$ cat src/rtl/prog_sequencer_if.sv
// rtl/prog_sequencer_if.sv - host/datapath handshake and fetch-control bundle for prog_sequencer
interface prog_sequencer_if;
    logic        req;
    logic [1:0]  prog_sel;
    logic        halt;
    logic        abort;
    logic        ack;
    logic        fetch_reset;
    logic        fetch_start;
    logic        load_abs;
    logic [9:0]  load_target;
    logic        busy;
    logic        done;
    logic        timeout;
    logic        bad_sel;
    logic [15:0] cycle_count;
    logic [1:0]  state;

    modport slave (
        input  req, prog_sel, halt, abort, ack,
        output fetch_reset, fetch_start, load_abs, load_target,
               busy, done, timeout, bad_sel, cycle_count, state
    );

    modport master (
        output req, prog_sel, halt, abort, ack,
        input  fetch_reset, fetch_start, load_abs, load_target,
               busy, done, timeout, bad_sel, cycle_count, state
    );
endinterface

$ cat src/rtl/prog_sequencer.sv
// rtl/prog_sequencer.sv - launches one of three programs on the instruction fetcher and supervises its run
module prog_sequencer #(
    parameter logic [9:0]  START_ADDR0   = 10'h000,
    parameter logic [9:0]  START_ADDR1   = 10'h100,
    parameter logic [9:0]  START_ADDR2   = 10'h200,
    parameter logic [15:0] TIMEOUT_LIMIT = 16'd4000
) (
    input  logic            clk,
    input  logic            reset,
    prog_sequencer_if.slave bus
);

    typedef enum logic [1:0] {
        IDLE = 2'd0,
        LOAD = 2'd1,
        RUN  = 2'd2,
        DONE = 2'd3
    } state_t;

    state_t      state_q, state_d;
    logic [15:0] cycle_count_q;
    logic [9:0]  load_target_q;
    logic [9:0]  start_addr;
    logic        timeout_q;
    logic        bad_sel_q;
    logic        abort_q;
    logic        launch, reject, aborting, halting, limit_hit;

    always_comb begin
        case (bus.prog_sel)
            2'd0:    start_addr = START_ADDR0;
            2'd1:    start_addr = START_ADDR1;
            default: start_addr = START_ADDR2;
        endcase
    end

    always_ff @(posedge clk) begin
        if (reset) state_q <= IDLE;
        else       state_q <= state_d;
    end

    // Abort outranks halt, and halt outranks the run limit.
    always_comb begin
        state_d   = state_q;
        launch    = 1'b0;
        reject    = 1'b0;
        aborting  = 1'b0;
        halting   = 1'b0;
        limit_hit = 1'b0;
        case (state_q)
            IDLE: begin
                if (bus.req) begin
                    if (bus.prog_sel == 2'd3) begin
                        reject = 1'b1;
                    end else begin
                        launch  = 1'b1;
                        state_d = LOAD;
                    end
                end
            end
            LOAD: begin
                if (bus.abort) begin
                    aborting = 1'b1;
                    state_d  = IDLE;
                end else begin
                    state_d = RUN;
                end
            end
            RUN: begin
                if (bus.abort) begin
                    aborting = 1'b1;
                    state_d  = IDLE;
                end else if (bus.halt) begin
                    halting = 1'b1;
                    state_d = DONE;
                end else if (cycle_count_q >= TIMEOUT_LIMIT) begin
                    limit_hit = 1'b1;
                    state_d   = DONE;
                end
            end
            DONE: begin
                if (bus.ack) state_d = IDLE;
            end
            default: state_d = IDLE;
        endcase
    end

    always_ff @(posedge clk) begin
        if (reset) begin
            cycle_count_q <= 16'd0;
            load_target_q <= 10'd0;
            timeout_q     <= 1'b0;
            bad_sel_q     <= 1'b0;
            abort_q       <= 1'b0;
        end else begin
            bad_sel_q <= reject;
            abort_q   <= aborting;
            if (launch) begin
                load_target_q <= start_addr;
                cycle_count_q <= 16'd0;
                timeout_q     <= 1'b0;
            end
            // Staying in RUN implies no abort, no halt and count below the limit.
            if (state_q == RUN && state_d == RUN)
                cycle_count_q <= cycle_count_q + 16'd1;
            if (aborting || halting)
                timeout_q <= 1'b0;
            else if (limit_hit)
                timeout_q <= 1'b1;
        end
    end

    assign bus.fetch_reset = reset | abort_q;
    assign bus.fetch_start = reset | (state_q == IDLE) | (state_q == DONE);
    assign bus.load_abs    = ~reset & (state_q == LOAD);
    assign bus.load_target = load_target_q;
    assign bus.busy        = (state_q == LOAD) | (state_q == RUN);
    assign bus.done        = (state_q == DONE);
    assign bus.timeout     = timeout_q;
    assign bus.bad_sel     = bad_sel_q;
    assign bus.cycle_count = cycle_count_q;
    assign bus.state       = state_q;

endmodule

$ cat src/flat_wrapper.sv
// flat-port wrapper written by rule: the top's interface ports become plain ports
module prog_sequencer_flat 
#(
    parameter logic [9:0]  START_ADDR0   = 10'h000,
    parameter logic [9:0]  START_ADDR1   = 10'h100,
    parameter logic [9:0]  START_ADDR2   = 10'h200,
    parameter logic [15:0] TIMEOUT_LIMIT = 16'd4000
)
  (clk, reset, bus_req, bus_prog_sel, bus_halt, bus_abort, bus_ack, bus_fetch_reset, bus_fetch_start, bus_load_abs, bus_load_target, bus_busy, bus_done, bus_timeout, bus_bad_sel, bus_cycle_count, bus_state);
  prog_sequencer_if bus_i ();
  input  logic clk;
  input  logic reset;
  input wire logic [$bits(bus_i.req)-1:0] bus_req;
  input wire logic [$bits(bus_i.prog_sel)-1:0] bus_prog_sel;
  input wire logic [$bits(bus_i.halt)-1:0] bus_halt;
  input wire logic [$bits(bus_i.abort)-1:0] bus_abort;
  input wire logic [$bits(bus_i.ack)-1:0] bus_ack;
  output wire logic [$bits(bus_i.fetch_reset)-1:0] bus_fetch_reset;
  output wire logic [$bits(bus_i.fetch_start)-1:0] bus_fetch_start;
  output wire logic [$bits(bus_i.load_abs)-1:0] bus_load_abs;
  output wire logic [$bits(bus_i.load_target)-1:0] bus_load_target;
  output wire logic [$bits(bus_i.busy)-1:0] bus_busy;
  output wire logic [$bits(bus_i.done)-1:0] bus_done;
  output wire logic [$bits(bus_i.timeout)-1:0] bus_timeout;
  output wire logic [$bits(bus_i.bad_sel)-1:0] bus_bad_sel;
  output wire logic [$bits(bus_i.cycle_count)-1:0] bus_cycle_count;
  output wire logic [$bits(bus_i.state)-1:0] bus_state;
  assign bus_i.req = bus_req;
  assign bus_i.prog_sel = bus_prog_sel;
  assign bus_i.halt = bus_halt;
  assign bus_i.abort = bus_abort;
  assign bus_i.ack = bus_ack;
  assign bus_fetch_reset = bus_i.fetch_reset;
  assign bus_fetch_start = bus_i.fetch_start;
  assign bus_load_abs = bus_i.load_abs;
  assign bus_load_target = bus_i.load_target;
  assign bus_busy = bus_i.busy;
  assign bus_done = bus_i.done;
  assign bus_timeout = bus_i.timeout;
  assign bus_bad_sel = bus_i.bad_sel;
  assign bus_cycle_count = bus_i.cycle_count;
  assign bus_state = bus_i.state;
  prog_sequencer #(.START_ADDR0(START_ADDR0), .START_ADDR1(START_ADDR1), .START_ADDR2(START_ADDR2), .TIMEOUT_LIMIT(TIMEOUT_LIMIT)) u_core (.clk(clk), .reset(reset), .bus(bus_i));
endmodule
$ cat config.mk
export PLATFORM = sky130hd
export DESIGN_NAME = prog_sequencer_flat
export DESIGN_NICKNAME = d
export VERILOG_FILES = /design/src/rtl/prog_sequencer_if.sv /design/src/rtl/prog_sequencer.sv /design/src/flat_wrapper.sv
export SDC_FILE = /design/constraint.sdc
export NUM_CORES = 1
export LEC_CHECK = 0
export ABC_AREA = 1
export BUFFER_PORTS_ARGS = -buffer_cell sky130_fd_sc_hd__buf_2
export CAP_MARGIN = 20
export CORE_MARGIN = 4
export CORE_UTILIZATION = 55
export DETAILED_ROUTE_END_ITERATION = 16
export GPL_TIMING_DRIVEN = 0
export MAX_ROUTING_LAYER = met4
export PLACE_DENSITY = 0.87
export SLEW_MARGIN = 10
export SYNTH_ARGS = -nofsm -noshare
export SYNTH_HDL_FRONTEND = slang
export SYNTH_SLANG_ARGS = --single-unit
$ cat constraint.sdc
create_clock -name clk -period 4.6 [get_ports clk]
set_clock_uncertainty 0.15 [all_clocks]
set_input_delay 0.92 -clock clk [delete_from_list [all_inputs] [get_ports clk]]
set_output_delay 0.92 -clock clk [all_outputs]
set_load 0.05 [all_outputs]
==> impl_metrics.ini, run 1 <==
[logic_synthesis]
synth_edf_count = 0
synth_warnings = 0
ys_types = 29
synthFlopType = dfxtp_1
syn_area_mm2 = 0.00144
synth_cells = 206
ys_seq_area_frac = 0.321
synth_adder_area_share = 0.0523
synth_mux_area_frac = 0
ys_ff_latch = 23
yosys.area_share.simple = 0.338
synth.most_common_cell = nand2_1
syn_avg_cell_area_um2 = 6.97
ys_top_cells_by_count = nand2_1 (45), dfxtp_1 (23), nand3_1 (23)
yosysTopAreaCell = dfxtp_1
synth-xor-area-share = 0.0671
yosys.area.top_type_share = 0.321
synthTopCellsByArea = dfxtp_1 (32%), nand2_1 (12%), nand3_1 (8.0%), a21oi_1 (5.2%), ha_1 (5.2%)
synth_compound_area_frac = 0.102
synth_top_family_by_area = simple AND/OR/NAND/NOR gates
async_flop_share = 0

[final_layout]
seq_area_um2 = 460
n_antenna_cell = 0
areaGrowthSynthToFinish_pct = 17.8
fillers = 242
nets = 265
drive_above_1_share = 0.268
final_core_util = 0.682
multiInputGateArea_um2 = 833
finalNonFillerCells = 280
design_area_mm2 = 0.00169

[drt]
route.detailed.drc = 0
drtPass1Iterations = 4
drtIter0Drc = 37
top_layer = met4
wl_met1_mm = 1.43
drt-wirelength-per-cell_um = 11.3
wl_mm = 3.17
met2_length_mm = 1.54
route.met3.wl_um = 157
viasPerCell = 5.15
num_vias = 1442
route.antenna.remaining_nets = 0

[placed_design]
placed_area_mm2 = 0.00166
gp_congestion = 0.878
portBuffers = 33
place_ws_ns = 1.44
placed_cells = 276
post-dp-hpwl_mm = 2.40

[setup_path]
reg2reg_slack_ns = 2.36
startpoint_type = primary input
crit_required_ns = 3.53
worstSetupPathType = primary input to primary output
critPathMaxFanout = 10
endpoint_kind = primary output
crit_arrival_ns = 2.07

[clocking]
clkTransAtPathRegs_ns = 0.13
ctsHoldBuffers = 0
cts_root_buf = clkbuf_4
cts_made_buffers = 3
cts_tree = built
clk_path_buf_depth = 2
cts_resized = 0
clk_latency_ns = 0.31
htreeDepth = 1
postCtsSetupRepairBufs = 0
clock_sinks = 23

[power]
ir_worst_vdd_mv = 0.180
p_seq_frac = 0.545
p_leak_nw = 0.780
clkPwrFrac = 0.252
p_int_uw = 254
combPwrFrac = 0.204
p_sw_frac = 0.322
power.total_uw = 375
powerDensity_mw_per_mm2 = 222
power.switching_uw = 121

[floorplan]
io_pins = 43
initial_core_util = 0.579
core-area_mm2 = 0.00248
die_y_um = 59.1
die-area_mm2 = 0.00349
dieWidth_um = 59.1
rows = 18

[timing]
worst_slack_ns = 1.46
final.period_utilization = 0.683
timing.hold.ws_ns = 0.337
rsz0062_at_grt = false
final.setup.tns_ns = 0
slew-limit-headroom = 0.630
worst_pin_slew_ns = 0.556
drv_slew = 0
finalHoldViolations = 0
setup_violations = 0
max_freq_ghz = 0.318
period_needed_ns = 3.14

[global_route]
grt_pass1_wl_mm = 5.38
grt_overflow = 0
grt_pass1_vias = 1316
grt_util_all_layers = 0.201
grt_max_degree = 13
grt_antenna_before_repair = 0

[flow_run]
maxCapViolCount = 0

[run_status]
outcome = finished clean

[hold_path]
min_path_type = register to register
[critical path, stage by stage]
cell and delay (ns):
clkbuf_1 0.33, buf_1 0.49, nor2_1 0.09, buf_2 0.23
[final timing paths]
path,cells past startpoint,from,endpoint
max reg2reg,11,u_core.bus.state[1],u_core.bus.cycle_count[12]
min,2,u_core.bus.timeout,u_core.bus.timeout
min reg2reg,2,u_core.bus.timeout,u_core.bus.timeout
max,4,reset,bus_load_abs
[state kept, by name, summed over array words and instances (netlist names)]
name / flops
u_core.abort_q: 1
u_core.bus.cycle_count: 16
u_core.bus.bad_sel: 1
u_core.bus.state: 2
u_core.bus.timeout: 1
u_core.bus.load_target: 2
[power groups by stage]
stage          registers [mW]  clock network [mW]  logic, mW
6_report                0.204              0.0945     0.0764
5_1_grt                 0.205               0.105     0.0825
3_3_place_gp            0.209                   0     0.0751
2_1_floorplan           0.218                   0     0.0535
3_5_place_dp            0.209                   0     0.0762
4_1_cts                 0.204              0.0969     0.0762
[area by class of cell]
| cell class | count | area share |
|---|---|---|
| well taps | 30 | 0.0222 |
| flip-flops and latches | 23 | 0.272 |
| multi-input cells | 156 | 0.493 |
| inverters | 20 | 0.0444 |
| plain buffers | 14 | 0.0548 |
| repair buffers | 33 | 0.0977 |
| clock buffers | 4 | 0.0155 |
[metal layers]
metal	vias to the layer above	GRT usage
met5	-	-
li1	733	-
met2	31	0.328
met4	0	0.0841
met1	674	0.245
met3	4	0.0327
[logic make-up after synthesis]
| kind of cell | count (synthesis) |
|---|---|
| simple gates | 106 |
| buf+inv | 34 |
| compound gates | 25 |
| flops | 23 |
| xor+xnor | 11 |
| fa+ha+maj | 6 |
| other cells | 1 |
[cells in the final DEF (no fill, tap or decap), types with 3 or more instances in the layout]
cell type  count
a21oi_2        4
dfxtp_1       23
inv_1         17
nand2_1       45
xnor2_1        5
o21ai_0        5
buf_2         35
nor2_1        19
buf_4          8
nand4_1        3
nand3_1       23
xor2_1         6
a21oi_1       15
clkbuf_4       3
ha_1           6
inv_2          3
nand2_2        5
conb_1         8
nor2_2         3
Power figures use the tool's default switching activity.
==> run 2: changes to the inputs <==
CORE_UTILIZATION = 46   (was 55)
PLACE_DENSITY = 0.78   (was 0.87)
clock period = 2.5 ns   (was 4.6 ns; I/O delays follow)
==> run 2 against run 1 <==
Net effect: clock power grew 96%; combinational power rose by 85%; sequential share of layout area down 0.32 points; via count shrank 3.3%; utilization is 12 points lower; critical endpoint unchanged.
==> impl_metrics.ini, run 2 (same netlist as run 1, synthesis figures left out) <==
[timing]
timing.hold.ws_ns = 0.274
drv_slew = 0
finalHoldViolations = 0
final.setup.tns_ns = 0
period_needed_ns = 2.30
final.period_utilization = 0.922
setup_violations = 0
worst_pin_slew_ns = 0.561
rsz0062_at_grt = false
max_freq_ghz = 0.434
worst_slack_ns = 0.195
slew-limit-headroom = 0.626

[final_layout]
drive_above_1_share = 0.272
largest_reg_flops = 16
design_area_mm2 = 0.00171
final_common_cell = nand2_1
finalNonFillerCells = 294
areaGrowthSynthToFinish_pct = 19.2
n_antenna_cell = 0
nets = 265
final_cell_mix = nand2_1 (45), buf_2 (35), nand3_1 (23), dfxtp_1 (23), nor2_1 (19)

[setup_path]
critPathMaxFanout = 10
worstSetupPathType = primary input to primary output
startpoint_type = primary input
crit_required_ns = 1.85
endpoint_kind = primary output
crit_arrival_ns = 1.65

[placed_design]
portBuffers = 33
placed_cells = 290
post-dp-hpwl_mm = 2.40
place_ws_ns = 0.170
placed_area_mm2 = 0.00168
gp_congestion = 0.873

[clocking]
cts_made_buffers = 3
cts_root_buf = clkbuf_4
clk_latency_ns = 0.33
ctsHoldBuffers = 0
cts_tree = built
clock_sinks = 23
clkTransAtPathRegs_ns = 0.13
postCtsSetupRepairBufs = 0
clk_path_buf_depth = 2
htreeDepth = 1
cts_resized = 0

[floorplan]
dieWidth_um = 63.9
die_y_um = 63.9
io_pins = 43
initial_core_util = 0.474
core-area_mm2 = 0.00303
die-area_mm2 = 0.00408
rows = 20

[global_route]
grt_antenna_before_repair = 0
grt_pass1_vias = 1292
grt_util_all_layers = 0.168
met2_usage = 0.288
groute.layer.met1.usage = 0.188
busiest_layer = met2
grtUsageMet3 = 0.0369
grt_overflow = 0
grt_max_degree = 13
grt_pass1_wl_mm = 5.45

[hold_path]
min_path_type = primary input to register

[drt]
drt-wirelength-per-cell_um = 10.6
route.detailed.drc = 0
wl_mm = 3.13
route.antenna.remaining_nets = 0
drtPass1Iterations = 4
num_vias = 1395
viasPerCell = 4.74
drtIter0Drc = 101

[power]
p_leak_nw = 0.777
powerDensity_mw_per_mm2 = 410
ir_worst_vdd_mv = 0.397

[run_status]
outcome = finished clean

[flow_run]
maxCapViolCount = 0
run 2: per-layer routing:
layer	share of wire	wire length [um]
met1	0.45	1420
met2	0.48	1490
met3	0.048	151
met4	0.019	61
met5	0	0
run 2: path summary, 6_finish.rpt:
check	depth (start not counted)	endpoint	slack, ns	startpoint
min reg2reg	2	u_core.bus.timeout	0.34	u_core.bus.timeout
max	4	bus_load_abs	0.20	reset
min	3	u_core.bus.bad_sel	0.27	bus_prog_sel[1]
max reg2reg	11	u_core.bus.cycle_count[4]	0.23	u_core.bus.state[1]
run 2: through the flow:
step | util | power (mW)
finish | 0.565 | 0.702
global route | 0.565 | 0.733
CTS | 0.565 | 0.709
detailed placement | 0.556 | 0.525
global placement | 0.556 | 0.524
floorplan | - | 0.499
run 2: report_power, final:
group / internal (mW) / leakage [nW] / switching, mW
registers: 0.372 / 0.186 / 0.00397
logic: 0.0339 / 0.576 / 0.107
clock network: 0.0627 / 0.0150 / 0.122
total: 0.469 / 0.777 / 0.234
run 2: layout make-up:
type                    instances  area, um^2
multi-input cells             156         836
inverters                      20        75.1
well taps                      44        55.1
plain buffers                  14        92.6
clock buffers                   4        26.3
fillers                       312        1320
flip-flops and latches         23         460
repair buffers                 33         165
run 2: critical path: stages:
cell and delay [ns]:
clkbuf_1 0.32, buf_1 0.49, nor2_1 0.10, buf_2 0.23
==> run 3: changes to the inputs <==
CORE_UTILIZATION = 45   (was 46)
PLACE_DENSITY = 0.77   (was 0.78)
==> run 3 against run 2 <==
Net effect: die area is 1.9% higher; cell area hardly changed; total power is 1.4% lower; sequential power hardly changed; via count is 1.1% lower.
==> impl_metrics.ini, run 3 (same netlist as run 1, synthesis figures left out) <==
[run_status]
outcome = finished clean

[floorplan]
initial_core_util = 0.470
dieWidth_um = 64.5
rows = 20
io_pins = 43
core-area_mm2 = 0.00305
die-area_mm2 = 0.00416
die_y_um = 64.5

[placed_design]
portBuffers = 33
post-dp-hpwl_mm = 2.48
gp_congestion = 0.910
placed_area_mm2 = 0.00168
place_ws_ns = 0.171

[timing]
finalHoldViolations = 0
timing.hold.ws_ns = 0.290
drv_slew = 0
worst_slack_ns = 0.165
setup_violations = 0
final.period_utilization = 0.934
worst_pin_slew_ns = 0.580
final.setup.tns_ns = 0
rsz0062_at_grt = false
period_needed_ns = 2.34
slew-limit-headroom = 0.613
max_freq_ghz = 0.428

[drt]
drtIter0Drc = 59
route.antenna.remaining_nets = 0
route.detailed.drc = 0
num_vias = 1379
viasPerCell = 4.69
wl_mm = 3.24
drtPass1Iterations = 4
drt-wirelength-per-cell_um = 11.0

[clocking]
cts_root_buf = clkbuf_4
clock_sinks = 23
htreeDepth = 1
cts_made_buffers = 3
cts_resized = 0
cts_tree = built
clk_latency_ns = 0.31
clkTransAtPathRegs_ns = 0.12
postCtsSetupRepairBufs = 0
ctsHoldBuffers = 0
clk_path_buf_depth = 2

[setup_path]
endpoint_kind = primary output
cp_cell_sequence = clkbuf_1 -> buf_1 -> nor2_1 -> buf_2
cpPeakStageDelay_ns = 0.51
slowest_stage = buf_1
worstSetupPathType = primary input to primary output
critPathMaxFanout = 10
startpoint_type = primary input
crit_arrival_ns = 1.69
crit_required_ns = 1.85

[final_layout]
nets = 265
drive_above_1_share = 0.276
largest_reg_flops = 16
design_area_mm2 = 0.00171
areaGrowthSynthToFinish_pct = 19.3
n_antenna_cell = 0
final_common_cell = nand2_1
final_cell_mix = nand2_1 (45), buf_2 (35), nand3_1 (23)
fillers = 313

[global_route]
grt_max_degree = 13
grt_overflow = 0
grt_antenna_before_repair = 0
grt_pass1_wl_mm = 5.54
grt_util_all_layers = 0.171
grt_pass1_vias = 1286

[flow_run]
maxCapViolCount = 0

[power]
p_leak_nw = 0.778
ir_worst_vdd_mv = 0.291
powerDensity_mw_per_mm2 = 405

[hold_path]
min_path_type = primary input to register
[run 3: cell counts in the layout (fill, tap and decap cells not counted)]
No cell type changed its count.
[run 3: cell type report]
cell class	instances	area [um^2]	area share
buffer	14	92.6	0.0541
clock buffer	4	26.3	0.0154
inverter	20	75.1	0.0439
multi-input combinational	156	836	0.488
sequential	23	462	0.270
tap	44	55.1	0.0322
timing repair buffer	33	165	0.0965
[run 3: worst max-delay path, delay by kind of cell]
family	cells	cell delay, ns
buf+inv	3	1.08
simple gates	1	0.10
[run 3: path summary, 6_finish.rpt]
| check | startpoint | endpoint | slack, ns | cells past startpoint |
|---|---|---|---|---|
| worst max register to register | u_core.bus.state[0] | u_core.bus.cycle_count[10] | 0.23 | 11 |
| worst min-delay path | bus_prog_sel[1] | u_core.bus.load_target[9] | 0.29 | 3 |
| worst max-delay path | reset | bus_load_abs | 0.16 | 4 |
| worst min register to register | u_core.bus.timeout | u_core.bus.timeout | 0.34 | 2 |
[run 3: routing by layer]
layer	share of wire	vias up	track usage
met5	0	-	-
met4	0.0077	0	0.0396
met3	0.057	4	0.0416
met2	0.50	36	0.313
met1	0.44	607	0.186
li1	-	732	-
[run 3: through the flow]
step,utilization,std cells,power [mW]
after detailed placement,0.552,290,0.525
after CTS,0.560,294,0.700
after global routing,0.561,294,0.731
after global placement,0.552,290,0.524
final,0.561,294,0.693
after floorplan,-,213,0.499
[run 3: where the power goes]
group	switching, mW	total (mW)	internal, mW
combinational	0.107	0.141	0.0337
sequential	0.00435	0.376	0.372
clock	0.113	0.176	0.0624
total	0.225	0.693	0.468
